File: config.mk
export PLATFORM = sky130hd
export DESIGN_NAME = delay_calibrator
export DESIGN_NICKNAME = d
export VERILOG_FILES = /design/src/rtl/delay_calibrator.sv
export SDC_FILE = /design/constraint.sdc
export NUM_CORES = 1
export LEC_CHECK = 0
export CAP_MARGIN = 10
export CORE_ASPECT_RATIO = 2
export CORE_MARGIN = 2
export CORE_UTILIZATION = 40
export DETAILED_ROUTE_END_ITERATION = 8
export PLACE_DENSITY_LB_ADDON = 0.12
export SYNTH_ARGS = -nofsm -noshare
export SYNTH_HDL_FRONTEND = slang
export SYNTH_SLANG_ARGS = --single-unit
export TNS_END_PERCENT = 50
File: constraint.sdc
create_clock -name i_clk -period 7.3 [get_ports i_clk]
set_clock_uncertainty 0.1 [all_clocks]
set_input_delay 1.095 -clock i_clk [delete_from_list [all_inputs] [get_ports i_clk]]
set_output_delay 1.095 -clock i_clk [all_outputs]
set_load 0.01 [all_outputs]
File: src/rtl/delay_calibrator.sv
// Measures per-channel arrival skew of a shared calibration pulse, averages it over
// NTRIALS good trials and produces per-channel delay settings that realign the channels.
module delay_calibrator #(
    parameter int NCHAN   = 4,
    parameter int MAXDLY  = 10,
    parameter int DBITS   = 4,
    parameter int NTRIALS = 16,
    parameter int MAXMISS = 8
) (
    input  logic                     i_clk,
    input  logic                     i_rst,
    input  logic                     i_start,
    input  logic                     i_abort,
    input  logic [NCHAN-1:0]         i_channels,
    output logic                     o_busy,
    output logic                     o_done,
    output logic                     o_timeout,
    output logic                     o_valid,
    output logic [NCHAN*DBITS-1:0]   o_delays,
    output logic [2:0]               o_dbg_state
);

    localparam int LOG = $clog2(NTRIALS);
    localparam int SW  = DBITS + LOG;
    localparam int TW  = LOG + 1;
    localparam int MW  = $clog2(MAXMISS + 1);

    typedef enum logic [2:0] {
        S_IDLE    = 3'd0,
        S_ARM     = 3'd1,
        S_WINDOW  = 3'd2,
        S_ACCUM   = 3'd3,
        S_COMPUTE = 3'd4,
        S_DONE    = 3'd5
    } state_t;

    state_t                        r_state;
    state_t                        w_next;
    logic [NCHAN-1:0]              r_prev;
    logic [NCHAN-1:0]              r_seen;
    logic [NCHAN-1:0][DBITS-1:0]   r_off;
    logic [NCHAN-1:0][SW-1:0]      r_sum;
    logic [NCHAN-1:0][DBITS-1:0]   r_delays;
    logic [DBITS-1:0]              r_wcnt;
    logic [TW-1:0]                 r_trials;
    logic [MW-1:0]                 r_misses;
    logic                          r_timeout;
    logic                          r_valid;

    logic [NCHAN-1:0]              w_rise;
    logic                          w_abort;
    logic                          w_all_seen;
    logic [TW-1:0]                 w_trials_inc;
    logic [MW-1:0]                 w_misses_inc;
    logic [NCHAN-1:0][DBITS-1:0]   w_mean;
    logic [NCHAN-1:0][DBITS-1:0]   w_new;
    logic [DBITS-1:0]              w_max;

    assign w_rise       = i_channels & ~r_prev;
    assign w_abort      = i_abort && (r_state != S_IDLE);
    assign w_all_seen   = &r_seen;
    assign w_trials_inc = r_trials + TW'(1);
    assign w_misses_inc = r_misses + MW'(1);

    always_comb begin
        w_next = r_state;
        case (r_state)
            S_IDLE:    if (i_start) w_next = S_ARM;
            S_ARM:     if (|w_rise) w_next = S_WINDOW;
            S_WINDOW:  if (r_wcnt == DBITS'(MAXDLY - 1)) w_next = S_ACCUM;
            S_ACCUM: begin
                if (w_all_seen)
                    w_next = (w_trials_inc == TW'(NTRIALS)) ? S_COMPUTE : S_ARM;
                else
                    w_next = (w_misses_inc == MW'(MAXMISS)) ? S_IDLE : S_ARM;
            end
            S_COMPUTE: w_next = S_DONE;
            S_DONE:    w_next = S_IDLE;
            default:   w_next = S_IDLE;
        endcase
        // Abort outranks every other transition
        if (w_abort) w_next = S_IDLE;
    end

    // Round-half-up mean per channel, then align everything to the latest channel
    always_comb begin
        w_mean = '0;
        w_new  = '0;
        w_max  = '0;
        for (int i = 0; i < NCHAN; i++) begin
            w_mean[i] = DBITS'(({1'b0, r_sum[i]} + (SW+1)'(NTRIALS / 2)) >> LOG);
        end
        for (int i = 0; i < NCHAN; i++) begin
            if (w_mean[i] > w_max) w_max = w_mean[i];
        end
        for (int i = 0; i < NCHAN; i++) begin
            w_new[i] = w_max - w_mean[i];
        end
    end

    always_ff @(posedge i_clk or posedge i_rst) begin
        if (i_rst) begin
            r_state   <= S_IDLE;
            r_prev    <= '0;
            r_seen    <= '0;
            r_off     <= '0;
            r_sum     <= '0;
            r_delays  <= '0;
            r_wcnt    <= '0;
            r_trials  <= '0;
            r_misses  <= '0;
            r_timeout <= 1'b0;
            r_valid   <= 1'b0;
        end else begin
            r_state <= w_next;
            r_prev  <= i_channels;
            if (w_abort) begin
                r_seen <= '0;
            end else begin
                case (r_state)
                    S_IDLE: begin
                        if (i_start) begin
                            r_sum     <= '0;
                            r_seen    <= '0;
                            r_trials  <= '0;
                            r_misses  <= '0;
                            r_timeout <= 1'b0;
                        end
                    end
                    S_ARM: begin
                        if (|w_rise) begin
                            r_wcnt <= DBITS'(1);
                            for (int i = 0; i < NCHAN; i++) begin
                                if (w_rise[i]) begin
                                    r_off[i]  <= '0;
                                    r_seen[i] <= 1'b1;
                                end
                            end
                        end
                    end
                    S_WINDOW: begin
                        r_wcnt <= r_wcnt + DBITS'(1);
                        for (int i = 0; i < NCHAN; i++) begin
                            if (w_rise[i] && !r_seen[i]) begin
                                r_off[i]  <= r_wcnt;
                                r_seen[i] <= 1'b1;
                            end
                        end
                    end
                    S_ACCUM: begin
                        r_seen <= '0;
                        if (w_all_seen) begin
                            for (int i = 0; i < NCHAN; i++) begin
                                r_sum[i] <= r_sum[i] + SW'(r_off[i]);
                            end
                            r_trials <= w_trials_inc;
                            r_misses <= '0;
                        end else begin
                            r_misses <= w_misses_inc;
                            if (w_misses_inc == MW'(MAXMISS)) r_timeout <= 1'b1;
                        end
                    end
                    S_COMPUTE: begin
                        r_delays <= w_new;
                        r_valid  <= 1'b1;
                    end
                    default: ;
                endcase
            end
        end
    end

    assign o_busy      = (r_state != S_IDLE);
    assign o_done      = (r_state == S_DONE);
    assign o_timeout   = r_timeout;
    assign o_valid     = r_valid;
    assign o_delays    = r_delays;
    assign o_dbg_state = r_state;

endmodule
* Word level (Yosys, flattened, before mapping)
Cells that the tools add are included.
Widths: inputs -> output; s select.
** Storage, ports and cells
- Output and inout bits :: 23
- Register bits :: 90
- Bits of input ports :: 8
** Cells by class
- Equality and inequality tests :: 32
- Multiplexer cells :: 48
- Bitwise logic cells :: 3
- Add/subtract/negate cells :: 15
- Order comparisons :: 4
- Reduce and logical (&&, ||, !) cells :: 30
** Operators with widths (number)
- $mux 4 :: 17
- $mux 32 :: 2
- $pmux 32 s2 :: 1
- $reduce_and 5->1 :: 9
- $ne 3x3->1 const B :: 11
- $add 8x4->8 :: 4
- $add 8x4->8 const B :: 4
- $pmux 16 s2 :: 1
- $ne 2x2->1 const B :: 13
- $mux 3 :: 6
- $mux 16 :: 1
- $pmux 4 s2 :: 2
- $pmux 4 s4 :: 1
- $sub 4x4->4 :: 4
- $pmux 3 s5 :: 1
- $gt 4x4->1 :: 3
- $mux 1 :: 12
- $mux 5 :: 2
- $pmux 5 s2 :: 1
- $reduce_and 3->1 :: 3
- $add 4x1->4 const B :: 2
- $eq 4x4->1 const B :: 2
- $reduce_and 4->1 :: 2
- $eq 3x2->1 const B :: 2
- 17 further kinds :: 26

* Longest topological paths before layout
- Depth after elaboration :: 10
- Mapped depth :: 32
- Gate-level depth less buffers :: 29

* Worst setup path after synthesis
No wires, ideal clock.
- Kind :: reg-to-reg
- From :: register r_sum[12] (netlist name)
- To :: register r_delays, in the netlist o_delays[11]
- Data required time :: 7108 ps
- Buffers on the path :: 1
- Setup slack :: 831 ps
- Arrival time :: 6277 ps
- Period minus slack after synthesis :: 6469 ps
- Stages on the path, launching flop included :: 27
- Setup time :: 92 ps
- Path through :: dfrtp_1 ha_1 nand3_1 xor2_1 inv_1 ha_1 and4_1 a21oi_1 mux2_2 ha_1 and3b_4 a2111oi_4 nor2_2 buf_2 nor2_1 a21oi_1 ha_1 nor2b_1 o21ai_1 a32o_1 mux2i_1 ha_1 a21o_1 a21oi_1 o31ai_1 and3_1 o31ai_2
** On the way
- Cells in the longest elaborated chain, start to end :: 8
** RTL lines
- from (decl) :: line 42 : logic [NCHAN-1:0][SW-1:0] r_sum;
- from (signal, indexed assignment) :: line 154 : r_sum[i] <= r_sum[i] + SW'(r_off[i]);
- $add 8x4->8 * :: line 91 : w_mean[i] = DBITS'(({1'b0, r_sum[i]} + (SW+1)'(NTRIALS / 2)) >> LOG);
- $gt 4x4->1 :: line 94 : if (w_mean[i] > w_max) w_max = w_mean[i];
- $mux 4 * :: line 94
- $gt 4x4->1 :: line 94
- $mux 4 * :: line 94
- $gt 4x4->1 :: line 94
- $mux 4 * :: line 94
- $sub 4x4->4 * :: line 97 : w_new[i] = w_max - w_mean[i];
- to (signal assigned) :: line 164 : r_delays <= w_new;
- to (decl) :: line 43 : logic [NCHAN-1:0][DBITS-1:0] r_delays;
Mark *: on every way between the ends. The rest lies on a longest branch, timed or not.
A chain may end at the register's enable or synchronous reset.

* Final worst setup path
- From :: register r_sum[12] (netlist name)
- To :: register r_delays, in the netlist o_delays[3]
The elaborated chain is that of the path after synthesis.

==> flow_metrics.tcl <==
set metrics [dict create \
    post-dp-hpwl_mm 10.9 \
    ctsHoldBuffers 0 \
    grt_max_degree 77 \
    dieArea_um2 15100 \
    nNetsFinal 668 \
    arrival_ps 6760 \
    min_period_over_period 0.916 \
    final-setup-viol-count 0 \
    grtUsageTotal 0.202 \
    grt_pass1_vias 4392 \
    outcome "completed" \
    routed_wl_mm 14.0 \
    synth_enable_flop_cells 0 \
    clockRootBuffer "clkbuf_16" \
    ys.flop_type "dfrtp_1" \
    cp.buffers_inverters 3 \
    fin_crit_ps 6690 \
    min_path_type "reg -> reg" \
    crit_top_cell "ha_1" \
    cts_setup_buffers 0 \
    async_flop_share 1.00 \
    cp_slowest_stage_delay_ps 510 \
    crit_fanout 6 \
    use_met2 0.370 \
    viasPerCell 5.35 \
    initial_core_util 0.407 \
    port_buffers 30 \
    grt_use_met3 0.0278 \
    final_cell_mix "dfrtp_1, nand2_1, ha_1" \
    whs_ps 382 \
    worstSetupPathType "reg -> reg" \
    io_pins 31 \
    final_common_cell "dfrtp_1" \
    p_per_area_nw_per_um2 209 \
    core_area_um2 13800 \
    grt_pass1_wl_mm 22.9 \
    row_count 61 \
    cap_violations 0 \
    num-fill-cells 1293 \
    use_met1 0.209 \
    ys_ff_latch 90 \
    setup_tns_ps 0 \
    multi_input_area_um2 3220 \
    n_antenna_cell 0 \
    cts_made_buffers 9 \
    syn_nets 642 \
    cp-start-kind "flip-flop" \
    globalplace.congestion 0.852 \
    clkLatencyLatePin_ps 340 \
    cts-htree-levels 3 \
    tightest_slew_ps 1090 \
    vias 4279 \
    firstDrtPassIters 4 \
    drive_gt1_frac 0.0769 \
    dieWidth_um 87.8 \
    syn_area_um2 5620 \
    syn_area_per_cell_um2 9.68 \
    postCtsResizedCells 0 \
    hold_viol 0 \
    cts_tree "yes" \
    clock_sinks 90 \
    top_usage_layer "met2" \
    power_leakage_nw 3.06 \
    cp_top_family "compound AO/OA/AOI/OAI gates" \
    fmax_ghz 0.150 \
    synth_cells 581 \
    drtIter0Drc 181 \
    drcViolationCount 0 \
    post_drt_wl_per_cell_um 17.5 \
    clk_pin_slew_ps 60 \
    slowest_stage "or3_1" \
    area_growth_pct 14.3 \
    required_ps 7370 \
    die_y_um 172 \
    drv_slew 0 \
    grt-ovfl-total 0 \
    ys_seq_area_frac 0.401 \
    max-clock-path-buffers 2 \
    slew_headroom 0.274 \
    ant_nets 0 \
    synthDistinctLibCells 60 \
    yosys_warnings 0 \
    antenna_found_initial 0 \
    rsz0062_at_grt "no" \
    crit_path_end_kind "flip-flop" \
    irDropWorstVdd_mv 0.168 \
    regArea_um2 2250 \
]
-- cells in the mapped netlist (5+ instances only) --
cell type / instances / area (um^2)
a21oi_1: 26 / 130
a21o_1: 14 / 105
ha_1: 45 / 563
nand3_1: 19 / 95.1
clkbuf_1: 16 / 60.1
nor3_1: 7 / 35.0
a22o_1: 24 / 210
nand2b_1: 6 / 37.5
a31oi_1: 5 / 31.3
o21ai_1: 6 / 30.0
nand2_1: 73 / 274
buf_2: 5 / 25.0
xor2_1: 23 / 201
o31ai_1: 7 / 52.6
o211a_1: 5 / 50.1
dfrtp_1: 90 / 2250
fa_1: 8 / 160
nand4_1: 7 / 43.8
nor2_1: 40 / 150
inv_1: 23 / 86.3
xnor2_1: 32 / 280
o21ai_0: 37 / 185
nor2b_1: 7 / 43.8
-- path summary, 6_finish.rpt --
kind                                        from                       end  slack [ps]  cells past startpoint
min reg2reg                  o_valid$_DFFE_PP0P_       o_valid$_DFFE_PP0P_         380                      1
max reg2reg                r_sum[12]$_DFFE_PP0P_   o_delays[3]$_DFFE_PP0P_         610                     26
max                        r_sum[12]$_DFFE_PP0P_   o_delays[3]$_DFFE_PP0P_         610                     26
min                          o_valid$_DFFE_PP0P_       o_valid$_DFFE_PP0P_         380                      1
max in group asynchronous                  i_rst   o_delays[3]$_DFFE_PP0P_        4930                      3
min in group asynchronous                  i_rst  o_delays[14]$_DFFE_PP0P_         920                      2
-- state kept, by name, summed over array words and instances (netlist names) --
name,cells
o_timeout,1
r_off,16
r_seen,4
r_sum,32
r_wcnt,4
o_dbg_state,3
r_trials,5
o_delays,16
o_valid,1
r_misses,4
r_prev,4
-- area by class of cell --
class,instances,area share
Clock buffer,13,0.0405
Clock inverter,2,0.00195
Inverter,23,0.0138
Multi-Input combinational cell,445,0.500
Sequential cell,90,0.350
Tap cell,189,0.0368
Timing Repair Buffer,38,0.0561
-- stage by stage --
| stage | power (mW) | util | std cells | area (um^2) | setup WS (ps) |
|---|---|---|---|---|---|
| detailed placement | 0.923 | 0.444 | 785 | 6130 | 357 |
| floorplan | 0.794 | - | 581 | 5620 | 831 |
| CTS | 1.36 | 0.464 | 800 | 6410 | 324 |
| global route | 1.43 | 0.465 | 800 | 6430 | 99.0 |
| finish | 1.35 | 0.465 | 800 | 6430 | 611 |
| global placement | 0.916 | 0.444 | 785 | 6130 | 547 |
-- metal layers --
layer  part of all wire  wire length (um)
met5                  0                 0
met4              0.061               855
met3              0.018               246
met2               0.55              7790
met1               0.37              5150
-- where the power goes --
group	switching [mW]	total, mW	internal, mW
Sequential	0.0651	0.612	0.547
Clock	0.189	0.436	0.247
Combinational	0.187	0.297	0.111
Total	0.440	1.35	0.905
-- cells by family (layout without fill, tap and decap cells) --
logic type | after synthesis | count (layout) | synth area share
AO/OA/AOI/OAI | 146 | 146 | 0.184
XOR/XNOR | 55 | 55 | 0.0857
adder cells (fa/ha/maj) | 53 | 53 | 0.129
buffers and inverters | 46 | 76 | 0.0332
flip-flops | 90 | 90 | 0.401
multiplexers | 6 | 6 | 0.0111
AND/OR/NAND/NOR | 185 | 185 | 0.157
No activity file was read; power rests on OpenSTA's default activity.
